`config.mk`:
```
export PLATFORM = sky130hd
export DESIGN_NAME = dmem_arbiter
export DESIGN_NICKNAME = d
export VERILOG_FILES = /design/src/rtl/dmem_arbiter.sv
export SDC_FILE = /design/constraint.sdc
export NUM_CORES = 1
export LEC_CHECK = 0
export ABC_AREA = 1
export CORE_ASPECT_RATIO = 0.6
export CORE_MARGIN = 2
export CORE_UTILIZATION = 34
export CTS_CLUSTER_DIAMETER = 80
export CTS_CLUSTER_SIZE = 24
export DETAILED_ROUTE_END_ITERATION = 7
export PLACE_DENSITY = 0.77
export SKIP_LAST_GASP = 1
export SYNTH_ARGS = -nofsm -noshare
export SYNTH_HDL_FRONTEND = slang
export SYNTH_SLANG_ARGS = --single-unit
```
`constraint.sdc`:
```
create_clock -name clk -period 1.8 [get_ports clk]
set_clock_uncertainty 0.2 [all_clocks]
set_input_delay 0.27 -clock clk [delete_from_list [all_inputs] [get_ports clk]]
set_output_delay 0.27 -clock clk [all_outputs]
set_load 0.1 [all_outputs]
```
`src/rtl/dmem_arbiter.sv`:
```
// ---------------------------------------------------------------------------
// dmem_arbiter
//
// Shares one single-ported data memory between two requesters: port A (CPU
// load/store) and port B (loader/debug). Accesses move through a grant stage,
// a memory stage and a response stage, so a request granted in cycle N drives
// the memory in N+1 and returns its response in N+2. One access per cycle,
// responses in grant order.
//
// Ports
//   clk, reset                  clock, synchronous active-high reset
//   a_req/a_we/a_addr/a_wdata   port A request (valid, write, byte addr, data)
//   a_ack                       port A request accepted this cycle (comb.)
//   a_rvalid/a_rdata/a_err      port A response pulse, read data, misalign err
//   b_*                         same set for port B
//   mem_access_addr/mem_in      word-aligned address and write data to memory
//   mem_write_en/mem_read_en    memory strobes
//   mem_out                     combinational read data from memory
//
// Parameter FIXED_PRIO: 0 = round-robin, 1 = port A always wins.
// ---------------------------------------------------------------------------
module dmem_arbiter #(
    parameter bit FIXED_PRIO = 1'b0
) (
    input  logic        clk,
    input  logic        reset,

    input  logic        a_req,
    input  logic        a_we,
    input  logic [31:0] a_addr,
    input  logic [31:0] a_wdata,
    output logic        a_ack,
    output logic        a_rvalid,
    output logic [31:0] a_rdata,
    output logic        a_err,

    input  logic        b_req,
    input  logic        b_we,
    input  logic [31:0] b_addr,
    input  logic [31:0] b_wdata,
    output logic        b_ack,
    output logic        b_rvalid,
    output logic [31:0] b_rdata,
    output logic        b_err,

    output logic [31:0] mem_access_addr,
    output logic [31:0] mem_in,
    output logic        mem_write_en,
    output logic        mem_read_en,
    input  logic [31:0] mem_out
);

    typedef enum logic {
        PORT_A = 1'b0,
        PORT_B = 1'b1
    } port_e;

    // Access sitting in the memory stage.
    typedef struct packed {
        logic        valid;
        port_e       port;
        logic        we;
        logic [31:0] addr;
        logic [31:0] wdata;
    } mem_stage_t;

    // Response waiting to be presented to its owner.
    typedef struct packed {
        logic        valid;
        port_e       port;
        logic        err;
        logic [31:0] rdata;
    } rsp_stage_t;

    mem_stage_t ms_q, ms_d;
    rsp_stage_t rs_q, rs_d;
    logic       last_b_q, last_b_d;   // 1 = port B received the most recent grant

    logic       grant_a;
    logic       grant_b;
    logic       ms_aligned;
    logic       ms_active;

    // -----------------------------------------------------------------------
    // Grant stage
    // -----------------------------------------------------------------------
    // NOTE: every signal assigned in an always_comb gets a default at the top,
    // so no path leaves it unassigned and no latch is inferred.
    always_comb begin
        grant_a = 1'b0;
        grant_b = 1'b0;
        if (!reset) begin
            if (FIXED_PRIO) begin
                grant_a = a_req;
                grant_b = b_req & ~a_req;
            end else if (a_req && b_req) begin
                // Contention: whoever was not served last goes first.
                grant_a = last_b_q;
                grant_b = ~last_b_q;
            end else begin
                grant_a = a_req;
                grant_b = b_req;
            end
        end
    end

    assign a_ack = grant_a;
    assign b_ack = grant_b;

    // -----------------------------------------------------------------------
    // Next-state logic for both pipeline stages and the grant pointer
    // -----------------------------------------------------------------------
    assign ms_aligned = (ms_q.addr[1:0] == 2'b00);

    always_comb begin
        ms_d       = '0;
        ms_d.valid = grant_a | grant_b;
        ms_d.port  = grant_b ? PORT_B : PORT_A;
        ms_d.we    = grant_b ? b_we    : a_we;
        ms_d.addr  = grant_b ? b_addr  : a_addr;
        ms_d.wdata = grant_b ? b_wdata : a_wdata;

        last_b_d = last_b_q;
        if (grant_a) begin
            last_b_d = 1'b0;
        end else if (grant_b) begin
            last_b_d = 1'b1;
        end

        // Read data is captured at the end of the memory-stage cycle; writes
        // and misaligned accesses answer with zero data.
        rs_d       = '0;
        rs_d.valid = ms_q.valid;
        rs_d.port  = ms_q.port;
        rs_d.err   = ms_q.valid & ~ms_aligned;
        if (ms_q.valid && !ms_q.we && ms_aligned) begin
            rs_d.rdata = mem_out;
        end
    end

    // -----------------------------------------------------------------------
    // State registers
    // -----------------------------------------------------------------------
    // NOTE: sequential state uses non-blocking assignments so every flop
    // samples the pre-edge value of the others, regardless of statement order.
    always_ff @(posedge clk) begin
        if (reset) begin
            // NOTE: only the valid bit of the memory stage is reset; its payload
            // is ignored while invalid, so it needs no reset.
            ms_q.valid <= 1'b0;
            rs_q       <= '0;
            last_b_q   <= 1'b1;   // first contended grant after reset goes to A
        end else begin
            ms_q     <= ms_d;
            rs_q     <= rs_d;
            last_b_q <= last_b_d;
        end
    end

    // -----------------------------------------------------------------------
    // Memory stage outputs
    // -----------------------------------------------------------------------
    // Strobes are blocked combinationally during reset so a write caught in
    // flight at the reset edge never reaches the memory.
    assign ms_active       = ms_q.valid & ms_aligned & ~reset;
    assign mem_read_en     = ms_active & ~ms_q.we;
    assign mem_write_en    = ms_active &  ms_q.we;
    assign mem_access_addr = ms_q.valid ? {ms_q.addr[31:2], 2'b00} : '0;
    assign mem_in          = ms_q.valid ? ms_q.wdata : '0;

    // -----------------------------------------------------------------------
    // Response stage outputs: only the owning port sees the pulse
    // -----------------------------------------------------------------------
    assign a_rvalid = rs_q.valid & (rs_q.port == PORT_A);
    assign b_rvalid = rs_q.valid & (rs_q.port == PORT_B);
    assign a_rdata  = a_rvalid ? rs_q.rdata : '0;
    assign b_rdata  = b_rvalid ? rs_q.rdata : '0;
    assign a_err    = a_rvalid & rs_q.err;
    assign b_err    = b_rvalid & rs_q.err;

endmodule

```
* Yosys cells after proc, flatten, opt, wreduce, memory -nomap -nowiden *
Cells that the tools add are included.

word-level totals
  bits in registers = 103
  latch bits = 0
  bits in writable memories = 0
  memory bits (read-only) = 0
  output and inout port bits = 136
  word-level logic and storage cells = 47
  memories = 0

cells by class
  add/sub/neg operators = 0
  $mul = 0
  div/mod/pow operators = 0
  order comparisons = 0
  eq/ne operators = 0
  shift operators = 0
  mux-type cells = 14
  bitwise operators = 16
  reductions and logical operators = 7

operator list
  kind                number
  32-bit two-way mux  6
  1-bit AND           9
  1-bit two-way mux   8
  1-bit NOT           6
  1-bit logical AND   3
  2-bit logical NOT   1
  2-bit nonzero test  1
  2-bit OR reduction  1
  1-bit logical NOT   1
  1-bit bitwise OR    1

* Depth between registers and ports, before layout *
  depth in word-level cells = 5
  mapped depth = 6
  mapped depth without buffers = 4

* Least setup slack after synthesis *
Ideal clock, no wire load.

  path type = reg-to-output
  start point = reg rs_q[34] (netlist name)
  end point = out a_rdata[10]
  arrival = 3.478 ns
  slack = -2.148 ns
  stages on the path, launching flop included = 6
  buffers on the path = 1
  cell sequence = dfxtp_1 > inv_1 > nor2_1 > inv_1 > buf_1 > nor2_1

on the way
  longest elaborated chain between the ends = 2

ends and longest elaborated chain
  what                    line  source
  start, declared         76    rsp_stage_t rs_q, rs_d;
  start signal, assigned  155   rs_q <= rs_d;
  1-bit AND               174   assign a_rvalid = rs_q.valid & (rs_q.port == PORT_A);
  via a_rvalid            33    output logic a_rvalid,
  32-bit two-way mux      176   assign a_rdata = a_rvalid ? rs_q.rdata : '0;
  end, declared           34    output logic [31:0] a_rdata,

The timed path passes the listed nets, and every way through them passes these cells.

* Final worst setup path *
  start point = reg ms_q[66] (netlist name)
  end point = out mem_in[18]

on the way
  longest elaborated chain between the ends = 1

ends and longest elaborated chain
  what                    line  source
  start, declared         75    mem_stage_t ms_q, ms_d;
  start signal, assigned  154   ms_q <= ms_d;
  32-bit two-way mux      169   assign mem_in = ms_q.valid ? ms_q.wdata : '0;
  end, declared           47    output logic [31:0] mem_in,

Every way passes these cells.

==> impl_results.md <==
* Initial Util at 0.3485
* LEAKAGE at 4.527 nW
* Startpoint types: flip-flop
* Comb pwr share at 0.350
* Async SR Flop Fraction at 0
* Final Wtd Congestion at ~0.80
* First-pass DRT Iterations at 5
* Pre-CTS setup slack at -0.1350 ns
* DRC at 0
* First-pass GRT wire length at 28670 um
* Worst-Skew Late Latency at between 0.3 and 0.4 ns
* Die area at around 16000 sq um
* Worst-path clk slew at 0.07 ns
* WHS Path Cells at 3
* CP Data Arrival Time at 1.43 ns
* Max-slew violation count at 0
* Sequential Power Share at 0.379
* Reg2reg start: ms_q[66]
* Port buffer count at 299
* I/O pin total at a little over 300
* MaxCap Viol Count at 0
* Reg2Reg Depth at 8
* FMAX at between 500 and 600 MHz
* Synth top area share at 0.3909
* Clock power frac at 0.271
* Period utilisation layout at 1.056
* Global route total overflow at 0
* Worst hold endpoint: last_b_q
* P_sw at between 0.002 and 0.0025 W
* Worst min path class: in -> reg
* EDFF count, synth at 66
* Cell Pwr Density at about 630 nW/um^2
* Worst hold slack at 0.1081 ns
* Register bit total from synthesis at ~100
* Setup violators final at ~120
* Clk sinks at 103
* Final Hold Vio Count at 0
* FF+latch area at ~2700 sq um
* Commonest cells after routing, fill and taps aside: clkdlybuf4s50_1 (162), nand2_1 (153), buf_12 (147)
* Hold wc startpoint: a_req
* Vias in the first global route at roughly 5500
* Footprint of the multi-input gates at ~2400 sq um
* H-tree depth at 3
* Leading area contributor after synthesis: edfxtp_1
* Total number of vias at 5423
* Largest net degree at the start of global routing at between 50 and 60
* Via density at approximately 4.6
* HPWL after DPL at approximately 14000 um
* Root Buffer: clkbuf_16
* Post-route setup slack at -0.1011 ns
* Yosys warns at 0
* TritonCTS clock tree: done
* Fillers at roughly 900
* Commonest non-fill, non-tap cell in the layout: clkdlybuf4s50_1
* RSZ-0062 raised after global routing: true
* Row cnt at 34
* CTS Buffer Depth at 2
* Total CTS buffers at 9
* Internal Pwr Total at 0.004772 W
* Critical Path RT at ~1.3 ns
* Cell Area, Synth at 5070 sq um
* Core footprint at ~15000 sq um
* Top_reg_cell synth: edfxtp_1
* Share of layout cells above drive strength 1 at 0.3893
* Max FO, Critical Path at 8
* Failing checks: setup timing
* Yosys cell types at 18
* Die Y at around 99 um
* Total GRT Usage at 0.2306
* Seq/Total Area, Yosys at 0.5370
* Post-Syn Area per Cell at around 7.7 sq um
* Setup crit end kind: output port
* Final Critical Period at between 1.5 and 2 ns
* Post-Syn Instances at between 600 and 700
* Nets at 1137
* Synth top area cells: edfxtp_1 (39%), nand2_1 (15%), dfxtp_1 (15%)
* Max VDD drop at 0.4555 mV
* Status: finished with violations
* TNS Setup at -5.167 ns
* Post-route ant nets at 0
* Initial antenna violation count at 1
* Hold-fix buffer count after cts at 0
* Die width at about 160 um
* Sw frac at 0.3391
* R2R Path End: rs_q[30]
* Total Wirelength at approximately 20000 um
* R2R Setup Slk at 0.20 ns
* Critical path class: reg -> out
* Avg WL per Cell at between 15 and 20 um
* Area grow syn2layout at 125.5%
* Iteration-0 DRC Markers at 300
[flip-flops by register name, indices dropped and copies added (netlist names)]
name and flops:
last_b_q 1, rs_q 35, ms_q 67
[routing by layer]
layer,track usage,share of wire
met4,0.05037,0.019
met2,0.4093,0.51
met5,0,0
met3,0.07618,0.094
met1,0.2741,0.38
[power by group through the flow]
stage	sequential [W]	clock (W)	combinational, W
2_1_floorplan	0.00274	0	0.00133
3_3_place_gp	0.00275	0	0.00228
3_5_place_dp	0.00276	0	0.00231
4_1_cts	0.00271	0.00200	0.00236
5_1_grt	0.00275	0.00207	0.00263
6_report	0.00274	0.00195	0.00253
[Yosys cell counts (3+ instances only)]
library cell	count
nand2_1	198
inv_1	136
nor2_1	102
edfxtp_1	66
nand4_1	65
dfxtp_1	37
clkbuf_1	17
buf_2	13
buf_4	8
buf_1	6
buf_6	3
[layout make-up]
cell class	instances	area share
Multi-Input combinational cell	374	0.2128
Antenna cell	1	0.0002188
Tap cell	198	0.02167
Clock inverter	5	0.005143
Inverter	137	0.06740
Timing Repair Buffer	345	0.4318
Clock buffer	11	0.02035
Sequential cell	103	0.2389
Timing Repair inverter	1	0.001751
[logic make-up (layout without fill, tap and decap cells)]
logic type	Yosys count	after routing	synth area share
AOI/OAI and AO/OA	3	3	0.002961
other	1	3	0.0007397
buffers and inverters	184	499	0.1498
and+or+nand+nor	369	369	0.3095
DFF	103	103	0.5370
[stage by stage]
step | power [W] | cells | utilization | cell area (sq um)
floorplan | 0.004062 | 661 | - | 5871
finish | 0.007220 | 1175 | 0.7859 | 11430
CTS | 0.007070 | 1161 | 0.7503 | 10920
global placement | 0.005028 | 1137 | 0.7196 | 10470
detailed placement | 0.005066 | 1137 | 0.7196 | 10470
global route | 0.007458 | 1175 | 0.7859 | 11430
[worst max-delay path by stage]
| stage | cells past startpoint | to | slack (ns) | start |
|---|---|---|---|---|
| finish | 5 | mem_in[18] | -0.10 | ms_q[66] |
| global route | 4 | b_rdata[4] | -0.15 | rs_q[33] |
| CTS | 4 | b_rdata[2] | -0.09 | rs_q[33] |
| detailed placement | 6 | mem_read_en | -0.14 | reset |
| global placement | 6 | mem_read_en | -0.1 | reset |
| floorplan | 2 | b_err | -0.43 | rs_q[33] |
[worst max-delay path, cell delays in order (launching register included)]
cell	delay (ns)
dfxtp_4	0.37
buf_12	0.15
clkbuf_16	0.19
nand2_4	0.09
clkinvlp_4	0.12
buf_12	0.18
[timing repair]
action,in CTS,in global routing
buffers inserted,6,10
gates resized for setup,20,93
pin swaps,8,7
endpoints found under the setup margin,125,129
hold endpoints to repair,0,0
cloned,2,4
(Power assumes the default switching activity.)
